File: src/rtl/multdiv_pkg.sv
`default_nettype none
// ============================================================================
//  Module      : multdiv_pkg
//  Description : Shared constants and FSM state encoding for the
//                multiply/divide units (non-restoring divider).
//  Revision    : 1.0 - initial release
// ============================================================================
package multdiv_pkg;

  localparam int WIDTH      = 32;  // operand / result width
  localparam int ITERATIONS = 32;  // non-restoring steps per division
  localparam int CNT_W      = 5;   // iteration counter width

  typedef enum logic [1:0] {
    IDLE = 2'd0,
    RUN  = 2'd1,
    FIX  = 2'd2,
    DONE = 2'd3
  } div_state_t;

endpackage
`default_nettype wire

File: src/rtl/cla_addsub_32.sv
`default_nettype none
// ============================================================================
//  Module      : cla_addsub_32
//  Description : Add/subtract of an unsigned magnitude to/from a signed
//                (WIDTH+1)-bit partial remainder. The low WIDTH bits go
//                through a 4-bit-group carry-lookahead adder; the extra sign
//                bit is completed from the final group carry.
//  Revision    : 1.0 - initial release
// ============================================================================
module cla_addsub_32 #(
  parameter int WIDTH = multdiv_pkg::WIDTH
) (
  input  logic [WIDTH:0]   a,    // signed partial remainder
  input  logic [WIDTH-1:0] b,    // unsigned divisor magnitude
  input  logic             sub,  // 1: a - b, 0: a + b
  output logic [WIDTH:0]   sum
);

  localparam int GROUPS = WIDTH / 4;

  logic [WIDTH-1:0] w_b;
  logic [WIDTH-1:0] w_g;
  logic [WIDTH-1:0] w_p;
  logic [WIDTH-1:0] w_s;
  logic [GROUPS:0]  w_gc;

  // Subtraction is a + ~b + 1; the +1 enters as the initial carry.
  assign w_b     = b ^ {WIDTH{sub}};
  assign w_g     = a[WIDTH-1:0] & w_b;
  assign w_p     = a[WIDTH-1:0] ^ w_b;
  assign w_gc[0] = sub;

  generate
    for (genvar gi = 0; gi < GROUPS; gi++) begin : g_group
      logic [3:0] w_gg;
      logic [3:0] w_pp;
      logic [4:0] w_c;

      assign w_gg   = w_g[4*gi +: 4];
      assign w_pp   = w_p[4*gi +: 4];
      assign w_c[0] = w_gc[gi];
      assign w_c[1] = w_gg[0] | (w_pp[0] & w_c[0]);
      assign w_c[2] = w_gg[1] | (w_pp[1] & w_gg[0]) | (w_pp[1] & w_pp[0] & w_c[0]);
      assign w_c[3] = w_gg[2] | (w_pp[2] & w_gg[1]) | (w_pp[2] & w_pp[1] & w_gg[0])
                    | (w_pp[2] & w_pp[1] & w_pp[0] & w_c[0]);
      assign w_c[4] = w_gg[3] | (w_pp[3] & w_gg[2]) | (w_pp[3] & w_pp[2] & w_gg[1])
                    | (w_pp[3] & w_pp[2] & w_pp[1] & w_gg[0])
                    | (w_pp[3] & w_pp[2] & w_pp[1] & w_pp[0] & w_c[0]);

      assign w_gc[gi+1]       = w_c[4];
      assign w_s[4*gi +: 4]   = w_pp ^ w_c[3:0];
    end
  endgenerate

  // The magnitude's implicit sign bit is 0, so its (possibly inverted)
  // contribution to the top bit is just 'sub'.
  assign sum = {a[WIDTH] ^ sub ^ w_gc[GROUPS], w_s};

endmodule
`default_nettype wire

File: src/rtl/div_nonrestoring_32.sv
`default_nettype none
// ============================================================================
//  Module      : div_nonrestoring_32
//  Description : Multi-cycle signed 32-bit non-restoring divider. Works on
//                operand magnitudes for 32 iterations, then corrects the
//                remainder and applies signs. Truncating quotient, remainder
//                takes the dividend's sign, divide-by-zero flagged.
//  Revision    : 1.0 - initial release
// ============================================================================
module div_nonrestoring_32 #(
  parameter int WIDTH = multdiv_pkg::WIDTH
) (
  input  logic             clock,
  input  logic             reset,
  input  logic             ctrl_DIV,
  input  logic [WIDTH-1:0] data_operandA,
  input  logic [WIDTH-1:0] data_operandB,
  output logic [WIDTH-1:0] data_result,
  output logic [WIDTH-1:0] data_remainder,
  output logic             data_exception,
  output logic             data_resultRDY
);

  import multdiv_pkg::*;

  div_state_t       r_state;
  div_state_t       w_state_next;
  logic [CNT_W-1:0] r_cnt;
  logic [WIDTH:0]   r_rem;     // signed partial remainder, one guard bit
  logic [WIDTH-1:0] r_quo;     // dividend magnitude shifting out / quotient in
  logic [WIDTH-1:0] r_dvsr;    // divisor magnitude
  logic             r_qneg;
  logic             r_rneg;
  logic             r_div0;

  logic [WIDTH-1:0] w_a_mag;
  logic [WIDTH-1:0] w_b_mag;
  logic             w_b_zero;
  logic [WIDTH:0]   w_shift;
  logic [WIDTH:0]   w_add_a;
  logic             w_sub;
  logic [WIDTH:0]   w_sum;
  logic [WIDTH-1:0] w_rem_fix;
  logic [WIDTH-1:0] w_quo_signed;
  logic [WIDTH-1:0] w_rem_signed;
  logic             w_last_iter;

  // Magnitudes: the most negative value maps to itself, which is the
  // correct unsigned magnitude 2^(WIDTH-1).
  assign w_a_mag  = data_operandA[WIDTH-1] ? -data_operandA : data_operandA;
  assign w_b_mag  = data_operandB[WIDTH-1] ? -data_operandB : data_operandB;
  assign w_b_zero = (data_operandB == '0);

  // Partial remainder always stays within [-|B|, |B|), so its top bit can be
  // dropped when shifting in the next dividend bit.
  assign w_shift     = {r_rem[WIDTH-1:0], r_quo[WIDTH-1]};
  assign w_add_a     = (r_state == RUN) ? w_shift : r_rem;
  assign w_sub       = ~r_rem[WIDTH];
  assign w_last_iter = (r_cnt == CNT_W'(ITERATIONS - 1));

  cla_addsub_32 #(
    .WIDTH (WIDTH)
  ) u_addsub (
    .a   (w_add_a),
    .b   (r_dvsr),
    .sub (w_sub),
    .sum (w_sum)
  );

  // In FIX a negative remainder selects add, so w_sum is r_rem + |B|.
  assign w_rem_fix    = r_rem[WIDTH] ? w_sum[WIDTH-1:0] : r_rem[WIDTH-1:0];
  assign w_quo_signed = r_qneg ? -r_quo : r_quo;
  assign w_rem_signed = r_rneg ? -w_rem_fix : w_rem_fix;
  assign data_resultRDY = (r_state == DONE);

  // State register.
  always_ff @(posedge clock or posedge reset) begin
    if (reset) begin
      r_state <= IDLE;
    end else begin
      r_state <= w_state_next;
    end
  end

  // Next-state logic; a start strobe preempts whatever is in progress, and a
  // zero divisor skips the iterations and is resolved in FIX.
  always_comb begin
    w_state_next = r_state;
    if (ctrl_DIV) begin
      w_state_next = w_b_zero ? FIX : RUN;
    end else begin
      case (r_state)
        IDLE:    w_state_next = IDLE;
        RUN:     w_state_next = w_last_iter ? FIX : RUN;
        FIX:     w_state_next = DONE;
        DONE:    w_state_next = IDLE;
        default: w_state_next = IDLE;
      endcase
    end
  end

  // Datapath: operand capture, one non-restoring step per RUN cycle, and
  // the sign-corrected result registered in FIX.
  always_ff @(posedge clock or posedge reset) begin
    if (reset) begin
      r_cnt          <= '0;
      r_rem          <= '0;
      r_quo          <= '0;
      r_dvsr         <= '0;
      r_qneg         <= 1'b0;
      r_rneg         <= 1'b0;
      r_div0         <= 1'b0;
      data_result    <= '0;
      data_remainder <= '0;
      data_exception <= 1'b0;
    end else if (ctrl_DIV) begin
      r_cnt          <= '0;
      r_rem          <= '0;
      r_quo          <= w_a_mag;
      r_dvsr         <= w_b_mag;
      r_qneg         <= data_operandA[WIDTH-1] ^ data_operandB[WIDTH-1];
      r_rneg         <= data_operandA[WIDTH-1];
      r_div0         <= w_b_zero;
      data_exception <= 1'b0;
    end else begin
      case (r_state)
        RUN: begin
          r_rem <= w_sum;
          r_quo <= {r_quo[WIDTH-2:0], ~w_sum[WIDTH]};
          r_cnt <= r_cnt + CNT_W'(1);
        end
        FIX: begin
          if (r_div0) begin
            data_result    <= '0;
            data_remainder <= '0;
            data_exception <= 1'b1;
          end else begin
            data_result    <= w_quo_signed;
            data_remainder <= w_rem_signed;
          end
        end
        default: begin
        end
      endcase
    end
  end

endmodule
`default_nettype wire

File: config.mk
export PLATFORM = sky130hd
export DESIGN_NAME = div_nonrestoring_32
export DESIGN_NICKNAME = d
export VERILOG_FILES = /design/src/rtl/multdiv_pkg.sv /design/src/rtl/cla_addsub_32.sv /design/src/rtl/div_nonrestoring_32.sv
export SDC_FILE = /design/constraint.sdc
export NUM_CORES = 1
export LEC_CHECK = 0
export CORE_ASPECT_RATIO = 0.6
export CORE_MARGIN = 2
export CORE_UTILIZATION = 46
export DETAILED_ROUTE_END_ITERATION = 8
export PLACE_DENSITY = 0.71
export RECOVER_POWER = 100
export SLEW_MARGIN = 20
export SYNTH_ARGS = -nofsm -noshare
export SYNTH_HDL_FRONTEND = slang
export SYNTH_SLANG_ARGS = --single-unit
File: constraint.sdc
create_clock -name clock -period 10 [get_ports clock]
set_input_delay 1.5 -clock clock [delete_from_list [all_inputs] [get_ports clock]]
set_output_delay 1.5 -clock clock [all_outputs]
set_load 0.005 [all_outputs]
# Yosys cells after proc, flatten, opt, wreduce, memory -nomap -nowiden

Index checks and enable logic that the tools add are counted.

Word-level logic and storage cells: 274
Input port bits: 67
Memories: 0
Bits in read-only memories: 0
Memory bits (writable): 0
Latch bits: 0
Flip-flop bits (word level): 172

Shift-type cells: 0
Divide/modulo/power cells: 0
Eq/ne operators: 4
Add/sub/neg operators: 5
Order comparisons: 0
Reduce and logical (&&, ||, !) cells: 8
Multiply operators: 0
Bitwise operators: 225
Mux-type cells: 21

Operators with widths:

| cell                                                            | count |
|---|---|
| 32-bit 2-to-1 mux                                               | 9 |
| 1-bit AND                                                       | 128 |
| 32-bit negation                                                 | 4 |
| 33-bit 2-to-1 mux                                               | 3 |
| 1-bit OR                                                        | 80 |
| 32-bit bitwise XOR                                              | 2 |
| 32-bit AND                                                      | 1 |
| 32-bit logical NOT                                              | 1 |
| 4-bit bitwise XOR                                               | 8 |
| 5-bit 2-to-1 mux                                                | 2 |
| 2-bit 2-to-1 mux                                                | 3 |
| 2-bit one-hot mux with 3 select lines                           | 1 |
| 2-bit nonzero test                                              | 3 |
| 5-bit by 1-bit adder with 5-bit output, second input constant   | 1 |
| 5-bit == test, second input constant                            | 1 |
| 2-bit == test, second input constant                            | 2 |
| 2-bit AND reduction                                             | 2 |
| 1-bit 2-to-1 mux                                                | 3 |
| 1-bit NOT                                                       | 3 |
| 1-bit bitwise XOR                                               | 3 |
| 2-bit by 1-bit == test with 1-bit output, second input constant | 1 |
| 2-bit logical NOT                                               | 1 |
| 2-bit OR reduction                                              | 1 |

# Logic depth before layout (Yosys ltp)

Depth in word-level cells: 27
Depth in mapped cells: 28
Mapped depth without buffers: 21

# Hierarchy

Synthesis repeated with hierarchy kept, for this count alone.

Cells, all modules: 1400
Area total of the unflattened synthesis: 11962.7 um2

Modules (own cells, without submodules):

| module              | area an instance (um2) | cells an instance | times used | sequential area each (um2) |
|---|---|---|---|---|
| div_nonrestoring_32 | 10169.8                | 1176              | 1          | 4304.1 |
| cla_addsub_32       | 1793.0                 | 224               | 1          | 0.0 |

# Worst setup path before layout

Ideal clock, no wire load.

Path kind: register to register
From: reg r_rem[32]
To: reg data_remainder[30]
Setup time: 134 ps
Arrival time: 6811 ps
Slack: 3055 ps
Clock period less this slack: 6945 ps
Stages on the path, launching flop included: 29
Cell sequence: dfrtp_1 > buf_2 > buf_2 > buf_2 > buf_1 > buf_1 > buf_1 > clkbuf_1 > buf_1 > xnor2_1 > ha_1 > buf_2 > nand4_1 > nor3_2 > a21boi_1 > nor2_1 > o21ai_0 > a21oi_1 > o21ba_2 > fa_1 > xnor2_1 > mux2i_1 > nand2_1 > nor2_1 > or4b_4 > or3b_4 > o41ai_2 > xnor2_1 > o31ai_2

Word-level cells in the longest chain between the ends: 27
Elaborated cells on any way between the ends: 205
Classes of those cells: 1 x add/sub; 3 x mux; 201 x bitwise

RTL lines:

| element                                                 | line                                                          | RTL |
|---|---|---|
| start: declaration                                      | div_nonrestoring_32.sv:29                                     | `logic [WIDTH:0] r_rem;` |
| start signal: assignment                                | div_nonrestoring_32.sv:128                                    | `r_rem <= w_sum;` |
| 1-bit NOT                                               | div_nonrestoring_32.sv:58                                     | `assign w_sub = ~r_rem[WIDTH];` |
| 32-bit bitwise XOR                                      | cla_addsub_32.sv:28                                           | `assign w_b = b ^ {WIDTH{sub}};` |
| 32-bit bitwise XOR / 32-bit AND (equally long branches) | cla_addsub_32.sv:30, cla_addsub_32.sv:29                      |  |
| 1-bit AND, on equally long branches                     | cla_addsub_32.sv:46, cla_addsub_32.sv:47, cla_addsub_32.sv:48 |  |
| 1-bit OR (tied with other cells) (2 in a row)           | cla_addsub_32.sv:46                                           | `assign w_c[4] = w_gg[3] \| (w_pp[3] & w_gg[2]) \| (w_pp[3] & w_pp[2] & w_gg[1])` |
| 1-bit OR / 1-bit AND (equally long branches)            | cla_addsub_32.sv:47, cla_addsub_32.sv:48                      |  |
| 1-bit OR                                                | cla_addsub_32.sv:48                                           | `\| (w_pp[3] & w_pp[2] & w_pp[1] & w_pp[0] & w_c[0]);` |
| 1-bit AND                                               | cla_addsub_32.sv:48                                           |  |
| (+10 left out)                                          | n/a                                                           |  |
| 1-bit OR                                                | cla_addsub_32.sv:48                                           |  |
| 1-bit AND, on equally long branches                     | cla_addsub_32.sv:42, cla_addsub_32.sv:43                      |  |
| 1-bit OR, on equally long branches                      | cla_addsub_32.sv:42, cla_addsub_32.sv:43                      |  |
| 4-bit bitwise XOR                                       | cla_addsub_32.sv:51                                           | `assign w_s[4*gi +: 4] = w_pp ^ w_c[3:0];` |
| 32-bit 2-to-1 mux (*)                                   | div_nonrestoring_32.sv:71                                     | `assign w_rem_fix = r_rem[WIDTH] ? w_sum[WIDTH-1:0] : r_rem[WIDTH-1:0];` |
| 32-bit negation                                         | div_nonrestoring_32.sv:73                                     | `assign w_rem_signed = r_rneg ? -w_rem_fix : w_rem_fix;` |
| 32-bit 2-to-1 mux (*)                                   | div_nonrestoring_32.sv:73                                     |  |
| 32-bit 2-to-1 mux (*)                                   | div_nonrestoring_32.sv:133                                    | `if (r_div0) begin` |
| end signal: assignment                                  | div_nonrestoring_32.sv:139                                    | `data_remainder <= w_rem_signed;` |
| end: declaration                                        | div_nonrestoring_32.sv:19                                     | `output logic [WIDTH-1:0] data_remainder,` |

Every way passes the cells marked *; elsewhere a longest branch is shown, timed or not.
A chain may end at the register's enable or synchronous reset.

# Worst setup path in the final report

From: reg r_state[0]
To: reg data_remainder[30]

Word-level cells in the longest chain between the ends: 27
Elaborated cells on any way between the ends: 207
Classes of those cells: 1 x add/sub; 2 x eq/ne; 4 x mux; 199 x bitwise; 1 x reduce/logical

RTL lines:

| element                                                 | line                                                          | RTL |
|---|---|---|
| start: declaration                                      | div_nonrestoring_32.sv:26                                     | `div_state_t r_state;` |
| start signal: assignment                                | div_nonrestoring_32.sv:81                                     | `r_state <= w_state_next;` |
| 2-bit by 1-bit == test with 1-bit output                | div_nonrestoring_32.sv:57                                     | `assign w_add_a = (r_state == RUN) ? w_shift : r_rem;` |
| 33-bit 2-to-1 mux                                       | div_nonrestoring_32.sv:57                                     |  |
| 32-bit bitwise XOR / 32-bit AND (equally long branches) | cla_addsub_32.sv:30, cla_addsub_32.sv:29                      |  |
| 1-bit AND, on equally long branches                     | cla_addsub_32.sv:46, cla_addsub_32.sv:47, cla_addsub_32.sv:48 |  |
| 1-bit OR (tied with other cells) (2 in a row)           | cla_addsub_32.sv:46                                           |  |
| 1-bit OR / 1-bit AND (equally long branches)            | cla_addsub_32.sv:47, cla_addsub_32.sv:48                      |  |
| 1-bit OR                                                | cla_addsub_32.sv:48                                           |  |
| 1-bit AND                                               | cla_addsub_32.sv:48                                           |  |
| (+10 left out)                                          | n/a                                                           |  |
| 1-bit OR                                                | cla_addsub_32.sv:48                                           |  |
| 1-bit AND, on equally long branches                     | cla_addsub_32.sv:42, cla_addsub_32.sv:43                      |  |
| 1-bit OR, on equally long branches                      | cla_addsub_32.sv:42, cla_addsub_32.sv:43                      |  |
| 4-bit bitwise XOR                                       | cla_addsub_32.sv:51                                           |  |
| 32-bit 2-to-1 mux                                       | div_nonrestoring_32.sv:71                                     |  |
| 32-bit negation                                         | div_nonrestoring_32.sv:73                                     |  |
| 32-bit 2-to-1 mux                                       | div_nonrestoring_32.sv:73                                     |  |
| 32-bit 2-to-1 mux                                       | div_nonrestoring_32.sv:133                                    |  |

Several ways; a longest one is shown, not always the timed one.

==> results.json <==
{
  "maxSlewViolCount": 383,
  "violations": "max-capacitance violations, max-slew violations",
  "final_area_um2": 13980,
  "peakVddDrop_uv": 154.5,
  "portBuffers": 132,
  "hold_class": "reg -> reg",
  "critPathArrivalTime_ps": 8030,
  "yosys.area.top_type": "dfrtp_1",
  "drive_gt1_frac": 0.04440,
  "hold_buffers": 0,
  "cts-buffers-inserted": 17,
  "yosysSeqAreaShare": 0.3596,
  "ys_ff_latch": 172,
  "cts_resized": 0,
  "placed_area_um2": 13490,
  "design.die.area_um2": 27370,
  "crit_start": "r_state[0]$_DFF_PP0_",
  "crit_type": "reg -> reg",
  "cts_tree": "done",
  "first_global_vias": 9160,
  "syn_to_final_growth_pct": 16.81,
  "dr.pass1.iters": 6,
  "intPower_uw": 1951,
  "yosysTopAreaCellShare": 0.3596,
  "diodes": 0,
  "syn_nets": 1488,
  "drcViolationCount": 0,
  "yosys.area_share.simple": 0.1700,
  "synth_xor_xnor_area_share": 0.1295,
  "post_drt_wl_per_cell_um": 18.60,
  "synth_top_family_by_area": "compound AO/OA/AOI/OAI gates",
  "hpwl_um": 25230,
  "num_vias": 10380,
  "netSwitchingFraction": 0.4561,
  "yosysMostFrequentCell": "nand2_1",
  "drv_cap": 5,
  "cp-end-kind": "flop",
  "fillers": 2332,
  "finish.utilization": 0.5493,
  "synth-compound-area-share": 0.2102,
  "r2r_setup_slack_ps": 2170,
  "die_w_um": 212.2,
  "clkLatencyLatePin_ps": 440,
  "gp_congestion": 0.9413,
  "synth_edf_count": 0,
  "layout.nets": 1564,
  "stdcell_count": 1816,
  "dpl_worst_slack_ps": 3515,
  "tns_ps": 0,
  "cts.sinks": 172,
  "status": "complete, but fails checks",
  "synthTopCellsByArea": "dfrtp_1 (36%), xnor2_1 (9.6%), nand2_1 (6.8%), a22o_1 (4.2%), o21ai_0 (4.1%)",
  "clkPwrFrac": 0.178,
  "grtUsageTotal": 0.2481,
  "grt_max_degree": 111,
  "min_period_ps": 7827,
  "power-per-cell-area_nw_per_um2": 256.6,
  "grt_pass1_wl_um": 52190,
  "drt_iter0_markers": 1331,
  "h-tree-depth": 4,
  "drt-total-wl_um": 33780,
  "post-cts-setup-buffer-count": 0,
  "synthTopCellsByCount": "nand2_1 (218), dfrtp_1 (172), xnor2_1 (131), o21ai_0 (99), a21oi_1 (96)",
  "max_slew_margin": -2.250,
  "dp.cells": 1785,
  "hold_violations": 0,
  "synthAdderAreaFrac": 0.05144,
  "p_seq_frac": 0.261,
  "ys_warn_count": 0,
  "fmax_mhz": 127.8,
  "netSwitchingPower_uw": 1636,
  "cp-start-kind": "flop",
  "io_pins": 133,
  "die_h_um": 128.9,
  "ant_nets": 0,
  "syn_area_per_cell_um2": 8.697,
  "min_period_over_period": 0.7827,
  "yosysUniqueCellTypes": 77,
  "setup_viol": 0,
  "pwr-share-comb": 0.561,
  "cts.clk_slew.worst_paths_ps": 70,
  "synthCells": 1376,
  "r2r_start": "r_state[0]$_DFF_PP0_",
  "multi_input_area_um2": 7197,
  "worst_slack_ps": 2173,
  "synth_area_um2": 11970,
  "skew_ps": 11.27,
  "grt_setup_unrepaired": "false",
  "regArea_um2": 4308,
  "grt_overflow": 0,
  "hp-start": "data_result[1]$_DFFE_PP0P_",
  "start_util": 0.4703,
  "crit_required_ps": 10200,
  "antenna_found_initial": 0,
  "cellLeakagePower_uw": 0.006108,
  "worst_pin_slew_ps": 4848,
  "ys.flop_type": "dfrtp_1",
  "rows": 45,
  "cts_max_path_buffers": 2,
  "via_per_inst": 5.714,
  "path_max_fanout": 72,
  "core_um2": 25450,
  "synthMuxAreaShare": 0.04140,
  "cts-root-buf": "clkbuf_16",
  "async_reset_ff_frac": 1.000
}
==> cells by family (layout without fill, tap and decap cells) <==
family / count (synthesis) / count (layout)
flip-flops: 172 / 172
buffers and inverters: 118 / 206
multiplexers: 49 / 49
XOR/XNOR: 177 / 177
AO/OA/AOI/OAI: 375 / 375
adder cells (fa/ha/maj): 45 / 45
AND/OR/NAND/NOR: 440 / 440
==> power groups by stage <==
stage               Sequential [uW]  Combinational (uW)  Clock [uW]
global route                    949                2220         675
finish                          936                2010         637
CTS                             929                1980         645
detailed placement              941                1970           0
floorplan                       876                1510           0
global placement                938                1940           0
==> worst max-delay path: stages, from the launching register on <==
cell      delay [ps]
dfrtp_1          410
nor2b_1         1440
buf_4            800
nand2_1          120
nand2_1          100
ha_1             200
and2_0           330
o211ai_1         230
a21boi_0         500
nor2_1           140
o21ai_0          290
a21oi_1          160
o21ba_2          230
fa_1             370
xnor2_1          150
mux2i_1          260
nand2_1          120
nor2_1           130
or4b_1           510
or3b_1           420
o41ai_1          420
xnor2_1          180
o31ai_2           80
==> cells in the final DEF, fill, tap and decap left out, types with 38 or more instances in the layout <==
master and instances:
a21oi_1 96, a22o_1 57, clkdlybuf4s50_1 62, dfrtp_1 171
dlygate4sd3_1 68, ha_1 38, mux2i_1 45, nand2_1 218
nor2_1 81, o21ai_0 99, xnor2_1 131, xor2_1 46
==> layout make-up <==
cell class                 count  area share
clock buffer                  19     0.03097
multi-input combinational   1086      0.5148
sequential                   172      0.3082
tap                          352     0.03150
clock inverter                12    0.008145
timing repair buffer         139     0.09666
inverter                      36    0.009756
==> routing by layer <==
metal	vias to the layer above	global-route usage	routed length (um)
met5	-	0	0
met4	0	0.03702	187
met3	21	0.07981	3969
met2	404	0.2872	11810
met1	4915	0.4254	17810
li1	5036	-	-
==> registers in the layout, indices dropped and copies added (netlist names) <==
name            count
r_rem              33
r_cnt               5
data_remainder     32
r_state             2
r_div0              1
r_qneg              1
data_result        32
r_rneg              1
r_dvsr             32
data_exception      1
r_quo              32
==> path summary, 6_finish.rpt <==
kind                                                   to  cells past startpoint
hold / removal                 data_result[1]$_DFFE_PP0P_                      2
max in group asynchronous           r_rem[32]$_DFFE_PP0P_                      2
min in group asynchronous     data_result[25]$_DFFE_PP0P_                      2
setup reg to reg           data_remainder[30]$_DFFE_PP0P_                     22
setup / recovery           data_remainder[30]$_DFFE_PP0P_                     22
hold reg to reg                data_result[1]$_DFFE_PP0P_                      2
==> metrics by stage <==
stage                     total power, uW  hold WS [ps]
after floorplan                      2383         472.6
after global placement               2874         462.4
after detailed placement             2908         475.7
after CTS                            3553         490.6
after global routing                 3840         517.2
final                                3587         485.6
Power figures use the tool's default switching activity.
